===== config.mk =====
export PLATFORM = sky130hd
export DESIGN_NAME = ym_write_scheduler
export DESIGN_NICKNAME = d
export VERILOG_FILES = /design/src/rtl/spindash_pkg.sv /design/src/rtl/spindash_cmd_fifo.sv /design/src/rtl/ym_write_scheduler.sv
export SDC_FILE = /design/constraint.sdc
export NUM_CORES = 1
export LEC_CHECK = 0
export ABC_AREA = 1
export CORE_MARGIN = 4
export CORE_UTILIZATION = 53
export DETAILED_ROUTE_END_ITERATION = 10
export HOLD_SLACK_MARGIN = 0.12
export PLACE_DENSITY = 0.71
export RECOVER_POWER = 25
export SLEW_MARGIN = 5
export SYNTH_ARGS = -nofsm -noshare
export SYNTH_HDL_FRONTEND = slang
export SYNTH_SLANG_ARGS = --single-unit

===== constraint.sdc =====
create_clock -name clk -period 3.5 [get_ports clk]
set_clock_uncertainty 0.1 [all_clocks]
set_input_delay 0.875 -clock clk [delete_from_list [all_inputs] [get_ports clk]]
set_output_delay 0.875 -clock clk [all_outputs]
set_load 0.005 [all_outputs]

===== src/rtl/spindash_pkg.sv =====
// Shared types and default timing for the spindash YM2612 command path.
// Timing values are in clk_jt cycles.
package spindash_pkg;

  localparam int FIFO_DEPTH_DEF = 16;
  localparam int SETUP_DEF      = 2;
  localparam int WR_PULSE_DEF   = 12;
  localparam int ADDR_WAIT_DEF  = 102;
  localparam int DATA_WAIT_DEF  = 498;
  localparam int CNT_W          = 16;

  typedef struct packed {
    logic [4:0] chip;
    logic       port;
    logic [7:0] rnum;
    logic [7:0] data;
  } ym_cmd_t;

  typedef enum logic [3:0] {
    S_IDLE,
    S_A_SETUP,
    S_A_STROBE,
    S_A_HOLD,
    S_A_WAIT,
    S_D_SETUP,
    S_D_STROBE,
    S_D_HOLD,
    S_D_WAIT
  } ym_state_t;

endpackage


===== src/rtl/spindash_cmd_fifo.sv =====
// Command FIFO: registered pointers, level count, flush.
// Flush wins over a same-cycle push.
module spindash_cmd_fifo
  import spindash_pkg::*;
#(
  parameter int DEPTH = 16
) (
  input  logic                     clk,
  input  logic                     rst_n,
  input  logic                     push,
  input  ym_cmd_t                  wdata,
  input  logic                     pop,
  input  logic                     flush,
  output ym_cmd_t                  rdata,
  output logic                     empty,
  output logic                     ready,
  output logic [$clog2(DEPTH):0]   level
);

  localparam int AW = $clog2(DEPTH);
  localparam int LW = AW + 1;
  localparam logic [AW:0] FULL = LW'(DEPTH);

  ym_cmd_t       mem [DEPTH];
  logic [AW-1:0] wp;
  logic [AW-1:0] rp;
  logic [AW:0]   level_nx;
  logic          do_push;
  logic          do_pop;

  assign empty   = (level == '0);
  assign do_pop  = pop && !empty;
  assign do_push = push && ((level != FULL) || do_pop);
  assign rdata   = mem[rp];

  always_comb begin
    level_nx = level;
    if (flush)
      level_nx = '0;
    else if (do_push && !do_pop)
      level_nx = level + LW'(1);
    else if (do_pop && !do_push)
      level_nx = level - LW'(1);
  end

  always_ff @(posedge clk or negedge rst_n) begin
    if (!rst_n) begin
      wp    <= '0;
      rp    <= '0;
      level <= '0;
      ready <= 1'b0;
    end else begin
      if (flush) begin
        wp <= '0;
        rp <= '0;
      end else begin
        if (do_push) wp <= wp + AW'(1);
        if (do_pop)  rp <= rp + AW'(1);
      end
      level <= level_nx;
      ready <= (level_nx != FULL);
    end
  end

  always_ff @(posedge clk) begin
    if (do_push && !flush) mem[wp] <= wdata;
  end

endmodule


===== src/rtl/ym_write_scheduler.sv =====
// Replays queued YM2612 register writes as paced address/data bus cycles.
// Bus outputs lag the FSM state by one cycle; all are registered.
module ym_write_scheduler
  import spindash_pkg::*;
#(
  parameter int FIFO_DEPTH = FIFO_DEPTH_DEF,
  parameter int SETUP      = SETUP_DEF,
  parameter int WR_PULSE   = WR_PULSE_DEF,
  parameter int ADDR_WAIT  = ADDR_WAIT_DEF,
  parameter int DATA_WAIT  = DATA_WAIT_DEF
) (
  input  logic                          clk,
  input  logic                          rst_n,
  input  logic                          cmd_valid,
  output logic                          cmd_ready,
  input  logic [4:0]                    cmd_chip,
  input  logic                          cmd_port,
  input  logic [7:0]                    cmd_reg,
  input  logic [7:0]                    cmd_data,
  input  logic                          flush,
  output logic [4:0]                    cs,
  output logic [1:0]                    addr,
  output logic [7:0]                    din,
  output logic                          wr_n,
  output logic                          busy,
  output logic [$clog2(FIFO_DEPTH):0]   fifo_level
);

  localparam logic [CNT_W-1:0] C_SETUP = CNT_W'(SETUP - 1);
  localparam logic [CNT_W-1:0] C_PULSE = CNT_W'(WR_PULSE - 1);
  localparam logic [CNT_W-1:0] C_AWAIT = CNT_W'(ADDR_WAIT - 1);
  localparam logic [CNT_W-1:0] C_DWAIT = CNT_W'(DATA_WAIT - 1);

  ym_state_t        state;
  logic [CNT_W-1:0] cnt;
  ym_cmd_t          cur;
  ym_cmd_t          head;
  ym_cmd_t          wdata;
  logic             empty;
  logic             push;
  logic             pop;
  logic             fin;

  assign wdata = '{chip: cmd_chip, port: cmd_port,
                   rnum: cmd_reg, data: cmd_data};
  assign push  = cmd_valid && cmd_ready;
  assign fin   = ((state == S_D_WAIT) && (cnt == '0)) ||
                 ((state == S_D_HOLD) && (DATA_WAIT == 0));
  assign pop   = !empty && ((state == S_IDLE) || fin);
  assign busy  = (state != S_IDLE) || !empty;

  spindash_cmd_fifo #(
    .DEPTH (FIFO_DEPTH)
  ) u_fifo (
    .clk   (clk),
    .rst_n (rst_n),
    .push  (push),
    .wdata (wdata),
    .pop   (pop),
    .flush (flush),
    .rdata (head),
    .empty (empty),
    .ready (cmd_ready),
    .level (fifo_level)
  );

  always_ff @(posedge clk or negedge rst_n) begin
    if (!rst_n) begin
      state <= S_IDLE;
      cnt   <= '0;
      cur   <= '0;
      cs    <= '0;
      addr  <= '0;
      din   <= '0;
      wr_n  <= 1'b1;
    end else begin
      cnt <= cnt - CNT_W'(1);
      if (pop) begin
        cur <= head;
        if (head.chip != '0) begin
          state <= S_A_SETUP;
          cnt   <= C_SETUP;
        end else begin
          state <= S_IDLE;
        end
      end else if (fin) begin
        state <= S_IDLE;
      end else if (cnt == '0) begin
        unique case (state)
          S_A_SETUP: begin
            state <= S_A_STROBE;
            cnt   <= C_PULSE;
          end
          S_A_STROBE: begin
            state <= S_A_HOLD;
            cnt   <= '0;
          end
          S_A_HOLD: begin
            if (ADDR_WAIT != 0) begin
              state <= S_A_WAIT;
              cnt   <= C_AWAIT;
            end else begin
              state <= S_D_SETUP;
              cnt   <= C_SETUP;
            end
          end
          S_A_WAIT: begin
            state <= S_D_SETUP;
            cnt   <= C_SETUP;
          end
          S_D_SETUP: begin
            state <= S_D_STROBE;
            cnt   <= C_PULSE;
          end
          S_D_STROBE: begin
            state <= S_D_HOLD;
            cnt   <= '0;
          end
          S_D_HOLD: begin
            state <= S_D_WAIT;
            cnt   <= C_DWAIT;
          end
          default: ;
        endcase
      end

      // cs only moves in SETUP/WAIT, never under a low wr_n
      unique case (state)
        S_A_SETUP, S_A_STROBE, S_A_HOLD: begin
          cs   <= cur.chip;
          addr <= {cur.port, 1'b0};
          din  <= cur.rnum;
          wr_n <= (state != S_A_STROBE);
        end
        S_D_SETUP, S_D_STROBE, S_D_HOLD: begin
          cs   <= cur.chip;
          addr <= {cur.port, 1'b1};
          din  <= cur.data;
          wr_n <= (state != S_D_STROBE);
        end
        default: begin
          cs   <= '0;
          wr_n <= 1'b1;
        end
      endcase
    end
  end

endmodule

==> metrics.md, run 1 <==
| Metric | Value |
|---|---|
| Result of the run | complete, no violations |
| Global-route wire length before repair | 65.0 mm |
| Post-CTS Resized | 0 |
| Remaining antenna violation count | 0 |
| Post-Layout Cell Count | 1,973 |
| Quantity of I/O buffers inserted on ports | 48 |
| Number of global-route vias before repair | 11,200 |
| Placed wire-length estimate | 26.4 mm |
| Worst relative slew slack | 0.123 |
| Total setup buffers inserted after CTS | 0 |
| Area fraction in compound gates after synthesis | 0.110 |
| Min Tclk post-route | 3140 ps |
| Final setup margin | 362 ps |
| Cell types with the largest area share after synthesis | edfxtp_1, dfrtp_1, nor2_1 |
| Arrival time reported for the critical path endpoint | 2160 ps |
| Total power density per cell area | 714 mW/mm^2 |
| Final hold viol count | 0 |
| Maximum fanout along the worst path | 8 |
| Worst hold-check path type | flip-flop to flip-flop |
| Classification of the worst setup path | flip-flop to primary output |
| DRT Wirelength | 42.7 mm |
| Logic pwr share | 0.237 |
| Setup repair after global routing missed its margin | false |
| Highest cell delay on the worst timing path | 500 ps |
| Drt drc | 0 |
| Count leader, synth | edfxtp_1 |
| Count of state elements after synthesis | 424 |
| Core Area | 0.0326 sq mm |
| Cell type with the highest aggregate area in the netlist | edfxtp_1 |
| Overall die width | 190 um |
| Initial antenna violation count | 0 |
| Post-route fraction of the period consumed by the critical path | 0.897 |
| Cell chain of the critical path | nor2_1 -> nand3_1 -> clkdlybuf4s50_1 |
| Clock insertion delay at the later pin of the skew report | 550 ps |
| Synthesized cell area | 0.0175 sq mm |
| Peak supply drop | 0.438 mV |
| Fraction of registers with async set/reset | 0.170 |
| Post-synthesis sequential area ratio | 0.706 |
| Global routing usage summed across all routing layers | 0.235 |
| GRT Residual Overflow | 0 |
| Total negative slack | 0 ps |
| Max Slew Vio Count | 0 |
| Number of instances in the synthesized netlist | 1,445 |
| Maximum buffer depth of the clock tree | 3 |
| Required time at the worst-slack endpoint | 2520 ps |
| Cell internal power dissipation | 9.93 mW |
| Standard-cell rows | 66 |
| Library cell used as clock root buffer | clkbuf_16 |
| Final weighted congestion of routability-driven global placement | 0.874 |
| Slowest stage cell, crit path | clkdlybuf4s50_1 |
| Number of iterations in the first detailed-routing pass | 5 |
| Top_reg_cell synth | edfxtp_1 |
| Net count after synthesis | 1,481 |
| Net Sw Frac | 0.307 |
| Number of nets in the layout | 1,534 |
| Vertical extent of the die | 190 um |
| Pin count of the biggest net entering global routing | 64 |
| Clock buffer count from CTS | 44 |
| Maximum level of the CTS H-tree | 2 |
| Simple-gate share of the synthesized area | 0.127 |
| Syn Area/Cell | 12.1 sq um |
| Number of distinct library cell variants in the gate-level netlist after synthesis | 41 |
| Arithmetic-cell share of the synthesized area counting full adders, half adders and majority gates | 0.00714 |
| Area growth from synthesis to layout | 14.5% |
| First-iteration detailed-routing DRC count | 1,183 |
| Multiplexer share of the synthesized area | 0 |
| Main combinational cell family by area after synthesis | simple AND/OR/NAND/NOR gates |
| Worst-Margin Slew | 1320 ps |
| Critical Path Source Type | flip-flop |
| Post-detailed-route wirelength per cell | 21.7 um |
| # setup viols final | 0 |
| Number of clock sinks | 424 |
| Cell types with the highest counts after synthesis | edfxtp_1, nor2_1, o21ai_0 |
| Vias per cell | 5.98 |
| Pre-CTS worst setup slack | 299 ps |
| Highest achievable clock rate | 319 MHz |
| Max cap viols | 0 |
| Full die area | 0.0361 sq mm |
| Ports | 49 |
| Hold Buf Count CTS | 0 |
| Relative contribution of sequential cells to total power | 0.435 |
| Switching power | 4.40 mW |
| Clock tree from TritonCTS | done |
| Clk pin slew, worst setup/hold paths | 60 ps |
| Post-synthesis xor/xnor area fraction | 0.00949 |
| Total placed cells including tap cells | 1,894 |
| Type of element capturing the critical path | primary output |
| Starting utilization of the core area | 0.537 |
| Share of Yosys cell area claimed by the top area cell type | 0.603 |
| Vias after detailed routing | 11,800 |
| Share of layout cells above drive strength 1 | 0.110 |
| Number of enable-type register cells in the synthesized netlist | 352 |
| LEAKAGE | 7.08 nW |
| Yosys warns | 0 |
| Fraction of power consumed by the clock network | 0.329 |
| Number of diodes | 0 |
| Post-route worst hold slack | 377 ps |
[layout by cell type (no fill, tap or decap), types with 15 or more instances in the layout]
master	n
buf_4	31
nor2_1	290
dfrtp_1	68
clkbuf_16	45
o22ai_1	15
o221ai_1	54
edfxtp_1	352
inv_1	53
nand2_1	99
nand3_1	67
o21ai_1	36
a31oi_1	26
o21ai_0	166
clkdlybuf4s50_1	37
[path summary, 6_finish.rpt]
kind | start | end | slack, ps | cells after the start
worst min register to register | addr[1] | addr[1] | 380 | 2
worst max-delay path | state[0] | busy | 360 | 3
max in group asynchronous | rst_n | cur[9] | 1470 | 2
min in group asynchronous | rst_n | cs[4] | 520 | 1
worst max register to register | state[0] | u_fifo.mem[2][20] | 580 | 10
worst min-delay path | addr[1] | addr[1] | 380 | 2
[state kept, by name, indices dropped and copies added, names as in the netlist]
| name | count |
|---|---|
| u_fifo.rp | 4 |
| u_fifo.wp | 4 |
| u_fifo.level | 5 |
| state | 4 |
| din | 8 |
| addr | 2 |
| cur | 22 |
| cnt | 16 |
| cs | 5 |
| u_fifo.ready | 1 |
| wr_n | 1 |
| u_fifo.mem | 352 |
[cell type report]
type / count / area, sq um
sequential: 424 / 12400
clock inverter: 23 / 272
fill: 2524 / 12600
multi-input combinational: 873 / 4510
tap: 442 / 553
timing repair buffer: 93 / 923
inverter: 62 / 240
clock buffer: 56 / 1190
[metrics by stage]
step                power (mW)  utilization  cell area [sq um]
floorplan                 8.69            -              17500
global placement          9.62        0.571              18600
detailed placement        9.72        0.571              18600
CTS                       14.4        0.616              20100
global route              15.1        0.615              20100
finish                    14.3        0.615              20100
[logic make-up (layout without fill, tap and decap cells)]
| family | Yosys count | count (layout) |
|---|---|---|
| XOR/XNOR | 19 | 19 |
| adder cells (fa/ha/maj) | 10 | 10 |
| AO/OA/AOI/OAI | 325 | 325 |
| flip-flops | 424 | 424 |
| buffers and inverters | 148 | 234 |
| AND/OR/NAND/NOR | 519 | 519 |
[metal layers]
| metal | track usage | vias up | part of all wire |
|---|---|---|---|
| met1 | 0.337 | 5850 | 0.41 |
| met5 | 0 | - | 0 |
| met3 | 0.0508 | 78 | 0.10 |
| met2 | 0.371 | 568 | 0.47 |
| met4 | 0.0595 | 0 | 0.022 |
| li1 | - | 5311 | - |
[worst max-delay path: cells and delay by family (launching register included)]
| family | cells | cell delay [ps] |
|---|---|---|
| flops | 1 | 450 |
| buf+inv | 1 | 500 |
| simple gates | 2 | 670 |
[power by group through the flow]
stage / Clock (mW) / Combinational, mW / Sequential (mW)
after floorplan: 0 / 2.49 / 6.20
after detailed placement: 0 / 3.38 / 6.34
final: 4.71 / 3.39 / 6.23
after CTS: 4.77 / 3.40 / 6.24
after global placement: 0 / 3.29 / 6.33
after global routing: 4.99 / 3.79 / 6.28
Power figures use the tool's default switching activity.
==> inputs of run 2 (changes only) <==
==> constraint.sdc (replaced) <==
create_clock -name clk -period 3.5 [get_ports clk]
set_clock_uncertainty 0.1 [all_clocks]
set_input_delay 0.875 -clock clk [delete_from_list [all_inputs] [get_ports clk]]
set_output_delay 0.875 -clock clk [all_outputs]
set_load 0.05 [all_outputs]
==> metrics.md, run 2 (synthesis results as in run 1) <==
| Metric | Value |
|---|---|
| Result of the run | complete, no violations |
| Highest achievable clock rate | 295 MHz |
| Max FFs per register | 352 |
| Total placed cells including tap cells | 1,897 |
| Number of cells on the worst reg-to-reg path | 10 |
| # setup viols final | 0 |
| Clock insertion delay at the later pin of the skew report | 560 ps |
| Slowest stage cell, crit path | clkdlybuf4s50_1 |
| Final hold viol count | 0 |
| Core Area | 0.0326 sq mm |
| Final core utilization | 0.619 |
| Area growth from synthesis to layout | 15.1% |
| Min Tclk post-route | 3390 ps |
| Area of the multi-input gates | 0.00451 sq mm |
| Classification of the worst setup path | flip-flop to primary output |
| Worst relative slew slack | 0.343 |
| Clock buffer count from CTS | 43 |
| Post-route worst hold slack | 228 ps |
| Clock tree from TritonCTS | done |
| Worst-Margin Slew | 985 ps |
| Starting utilization of the core area | 0.537 |
| Required time at the worst-slack endpoint | 2520 ps |
| Max Slew Vio Count | 0 |
| Standard-cell rows | 66 |
| Global-route wire length before repair | 64.9 mm |
| Number of global-route vias before repair | 11,600 |
| Post-route fraction of the period consumed by the critical path | 0.969 |
| Vertical extent of the die | 190 um |
| Library cell used as clock root buffer | clkbuf_16 |
| Clk pin slew, worst setup/hold paths | 60 ps |
| Final weighted congestion of routability-driven global placement | 0.875 |
| Total setup buffers inserted after CTS | 0 |
| Most frequent standard cell in the layout excluding fill and tap cells | edfxtp_1 |
| DRT Wirelength | 42.2 mm |
| Post-CTS Resized | 0 |
| Quantity of I/O buffers inserted on ports | 48 |
| Worst reg-to-reg setup slack | 650 ps |
| Share of layout cells above drive strength 1 | 0.115 |
| Final Power | 14.9 mW |
| Maximum level of the CTS H-tree | 2 |
| Number of clock sinks | 424 |
| Worst hold-check path type | input pin to asynchronous set/reset pin |
| Pin count of the biggest net entering global routing | 119 |
| Maximum fanout along the worst path | 5 |
| Registers with the highest flip-flop counts | u_fifo.mem (352), cur (22), cnt (16) |
| Vias after detailed routing | 11,700 |
| Filler Cells Inserted | 2,454 |
| Largest register by flop count | u_fifo.mem |
| Cell area after placement | 0.0187 sq mm |
| Max cap viols | 0 |
| Drt drc | 0 |
| Overall die width | 190 um |
| First-iteration detailed-routing DRC count | 1,170 |
| Total power density per cell area | 737 mW/mm^2 |
| GRT Residual Overflow | 0 |
| Highest cell delay on the worst timing path | 740 ps |
| Remaining antenna violation count | 0 |
| Post-detailed-route wirelength per cell | 21.4 um |
| Storage element area | 0.0124 sq mm |
| Launch instance of the worst register-to-register path | state[0] |
| Hold Buf Count CTS | 0 |
| Global routing usage summed across all routing layers | 0.234 |
| Setup repair after global routing missed its margin | false |
| Number of diodes | 0 |
| Maximum buffer depth of the clock tree | 3 |
| Arrival time reported for the critical path endpoint | 2420 ps |
| Ports | 49 |
| LEAKAGE | 7.12 nW |
| Most used cells in the layout excluding fill and tap cells | edfxtp_1, nor2_1, o21ai_0 |
| Critical Path Source Type | flip-flop |
| Peak supply drop | 0.441 mV |
| Placed wire-length estimate | 26.3 mm |
| Number of nets in the layout | 1,536 |
| Cell chain of the critical path | inv_1 -> ha_1 -> nand2_1 -> nor2_1 -> nand3_1 -> clkdlybuf4s50_1 |
| Endpoint of the worst register-to-register path | u_fifo.mem[10][4] |
| Type of element capturing the critical path | primary output |
| Post-Layout Cell Count | 1,975 |
| Final standard cell area without fillers | 0.0202 sq mm |
| Initial antenna violation count | 1 |
| Number of iterations in the first detailed-routing pass | 7 |
| Full die area | 0.0361 sq mm |
| Vias per cell | 5.92 |
run 2: worst max-delay path by stage:
stage                          from                end  slack [ps]  cells past startpoint
finish              u_fifo.level[0]               busy         110                      6
global route        u_fifo.level[0]               busy          20                      6
CTS                 u_fifo.level[0]               busy         130                      6
detailed placement        cmd_valid  u_fifo.mem[15][9]         400                      7
global placement          cmd_valid  u_fifo.mem[15][9]         410                      7
floorplan           u_fifo.level[0]   u_fifo.mem[1][0]        -180                      9
run 2: layout make-up:
cell class                      count  share of cell area
Sequential cell                   424               0.613
Inverter                           62              0.0119
Multi-Input combinational cell    873               0.224
Clock buffer                       52              0.0570
Clock inverter                     26              0.0183
Tap cell                          442              0.0274
Timing Repair Buffer               96              0.0484
run 2: per-stage QoR:
step           setup slack (ps)  setup TNS (ps)
2_1_floorplan              -180          -31680
3_3_place_gp                414               0
3_5_place_dp                403               0
4_1_cts                     134               0
5_1_grt                    17.8               0
6_report                    108               0
run 2: metal layers:
metal / GRT usage / up-vias / wire length, um / share of wire
met5: 0 / - / 0 / 0
met4: 0.0632 / 0 / 879 / 0.021
met3: 0.0437 / 83 / 3710 / 0.088
met2: 0.382 / 532 / 20100 / 0.48
met1: 0.329 / 5753 / 17500 / 0.42
li1: - / 5322 / - / -
run 2: where the power goes:
part	internal, mW	total (mW)	switching [mW]
Clock	2.95	4.86	1.91
Sequential	5.91	6.22	0.313
Combinational	1.20	3.80	2.59
Total	10.1	14.9	4.82
run 2: critical path, delay by kind of cell (launching register included):
| kind | cells | cell delay, ps |
|---|---|---|
| buffers and inverters | 2 | 890 |
| DFF | 1 | 420 |
| and+or+nand+nor | 3 | 390 |
| adders and majority gates | 1 | 170 |
==> inputs of run 3 (changes only) <==
--- a/config.mk
+++ b/config.mk
@@ -6,6 +6,7 @@
 export NUM_CORES = 1
 export LEC_CHECK = 0
 export ABC_AREA = 1
+export CORE_ASPECT_RATIO = 0.9
 export CORE_MARGIN = 4
 export CORE_UTILIZATION = 53
 export DETAILED_ROUTE_END_ITERATION = 10
==> metrics.md, run 3 (synthesis results as in run 1) <==
| Metric | Value |
|---|---|
| Final standard cell area without fillers | 0.0199 sq mm |
| Min Tclk post-route | 3280 ps |
| Pin count of the biggest net entering global routing | 126 |
| Worst hold-check path type | flip-flop to flip-flop |
| Standard-cell rows | 62 |
| Final setup margin | 220 ps |
| Drt drc | 0 |
| Most frequent standard cell in the layout excluding fill and tap cells | edfxtp_1 |
| Worst relative slew slack | -0.236 |
| Total setup buffers inserted after CTS | 0 |
| Type of element capturing the critical path | primary output |
| Max cap viols | 1 |
| Overall die width | 200 um |
| Clock insertion delay at the later pin of the skew report | 560 ps |
| Post-route fraction of the period consumed by the critical path | 0.937 |
| Setup repair after global routing missed its margin | false |
| Violations in the final reports | max-capacitance violations, max-slew violations |
| Vias after detailed routing | 11,500 |
| Pre-CTS worst setup slack | 330 ps |
| Cell area after placement | 0.0186 sq mm |
| Global-route wire length before repair | 63.2 mm |
| Timing startpoint of the critical path | u_fifo.level[0] |
| Remaining antenna violation count | 0 |
| Arrival time reported for the critical path endpoint | 2310 ps |
| Maximum fanout along the worst path | 5 |
| Initial antenna violation count | 1 |
| Startpoint of the lowest-slack hold path | addr[1] |
| Number of clock sinks | 424 |
| LEAKAGE | 6.97 nW |
| Result of the run | finished, violations left |
| Maximum buffer depth of the clock tree | 3 |
| Vertical extent of the die | 181 um |
| Number of cells on the worst reg-to-reg path | 12 |
| GRT Residual Overflow | 0 |
| Launch instance of the worst register-to-register path | u_fifo.rp[0] |
| Required time at the worst-slack endpoint | 2520 ps |
| Placed wire-length estimate | 25.4 mm |
| Total negative slack | 0 ps |
| Global routing usage summed across all routing layers | 0.229 |
| Classification of the worst setup path | flip-flop to primary output |
| DRT Wirelength | 41.4 mm |
| Quantity of I/O buffers inserted on ports | 48 |
| Number of global-route vias before repair | 11,100 |
| Ports | 49 |
| Highest achievable clock rate | 305 MHz |
| Post-detailed-route wirelength per cell | 21.4 um |
| Post-CTS Resized | 0 |
| Worst-Margin Slew | 1850 ps |
| Max Slew Vio Count | 73 |
| First-iteration detailed-routing DRC count | 1,239 |
| Worst reg-to-reg setup slack | 800 ps |
| Number of iterations in the first detailed-routing pass | 5 |
| Endpoint of the worst register-to-register path | cnt[4] |
| Maximum level of the CTS H-tree | 2 |
| Number of diodes | 0 |
| Full die area | 0.0361 sq mm |
| Clk pin slew, worst setup/hold paths | 60 ps |
| Final weighted congestion of routability-driven global placement | 0.846 |
| Total power density per cell area | 717 mW/mm^2 |
| Core Area | 0.0323 sq mm |
| Share of layout cells above drive strength 1 | 0.107 |
| Max FFs per register | 352 |
| Largest register by flop count | u_fifo.mem |
| Final hold viol count | 0 |
| Clock buffer count from CTS | 43 |
| Clock tree from TritonCTS | done |
| Most used cells in the layout excluding fill and tap cells | edfxtp_1, nor2_1, o21ai_0 |
| Library cell used as clock root buffer | clkbuf_16 |
| Hold Buf Count CTS | 0 |
| Number of nets in the layout | 1,524 |
| Peak supply drop | 0.504 mV |
| Critical Path Source Type | flip-flop |
| Starting utilization of the core area | 0.543 |
| Registers with the highest flip-flop counts | u_fifo.mem (352), cur (22), cnt (16) |
| Area growth from synthesis to layout | 13.4% |
| Endpoint of the worst hold-timing path | addr[1] |
| # setup viols final | 0 |
| Hold depth | 2 |
| Vias per cell | 5.95 |
## run 3: worst max-delay path, stage by stage, from the launching register on
cell             delay, ps
dfrtp_1                410
inv_1                  150
ha_1                   160
nand2_1                 60
nor2_1                 160
nand3_1                100
clkdlybuf4s50_1        710
## run 3: worst max-delay path by stage
stage	slack [ps]	endpoint	depth (start not counted)
6_report	220	busy	6
5_1_grt	80	busy	6
4_1_cts	160	busy	6
3_5_place_dp	330	u_fifo.mem[13][6]	8
3_3_place_gp	370	u_fifo.mem[8][2]	8
2_1_floorplan	-180	u_fifo.mem[1][0]	9
## run 3: cell type report
type / count / area [sq um]
clock buffers: 53 / 1130
clock inverters: 20 / 166
fillers: 2433 / 12400
inverters: 62 / 240
multi-input cells: 873 / 4520
flip-flops and latches: 424 / 12400
well taps: 416 / 520
repair buffers: 84 / 921
## run 3: where the power goes
part           internal (mW)  switching, mW
combinational           1.19           2.60
clock                   2.38           1.87
sequential              5.91          0.304
total                   9.48           4.78
## run 3: metal layers
layer,part of all wire,global-route usage
met5,0.00039,0
met4,0.021,0.0671
met3,0.10,0.0671
met2,0.45,0.337
met1,0.43,0.335
## run 3: stage by stage
| stage | utilization | hold slack [ps] | std cells | power (mW) |
|---|---|---|---|---|
| after floorplan | - | 350 | 1445 | 9.07 |
| after global placement | 0.576 | 368 | 1859 | 10.0 |
| after detailed placement | 0.576 | 366 | 1859 | 10.1 |
| after CTS | 0.616 | 381 | 1932 | 14.3 |
| after global routing | 0.616 | 405 | 1932 | 15.0 |
| final | 0.616 | 380 | 1932 | 14.3 |
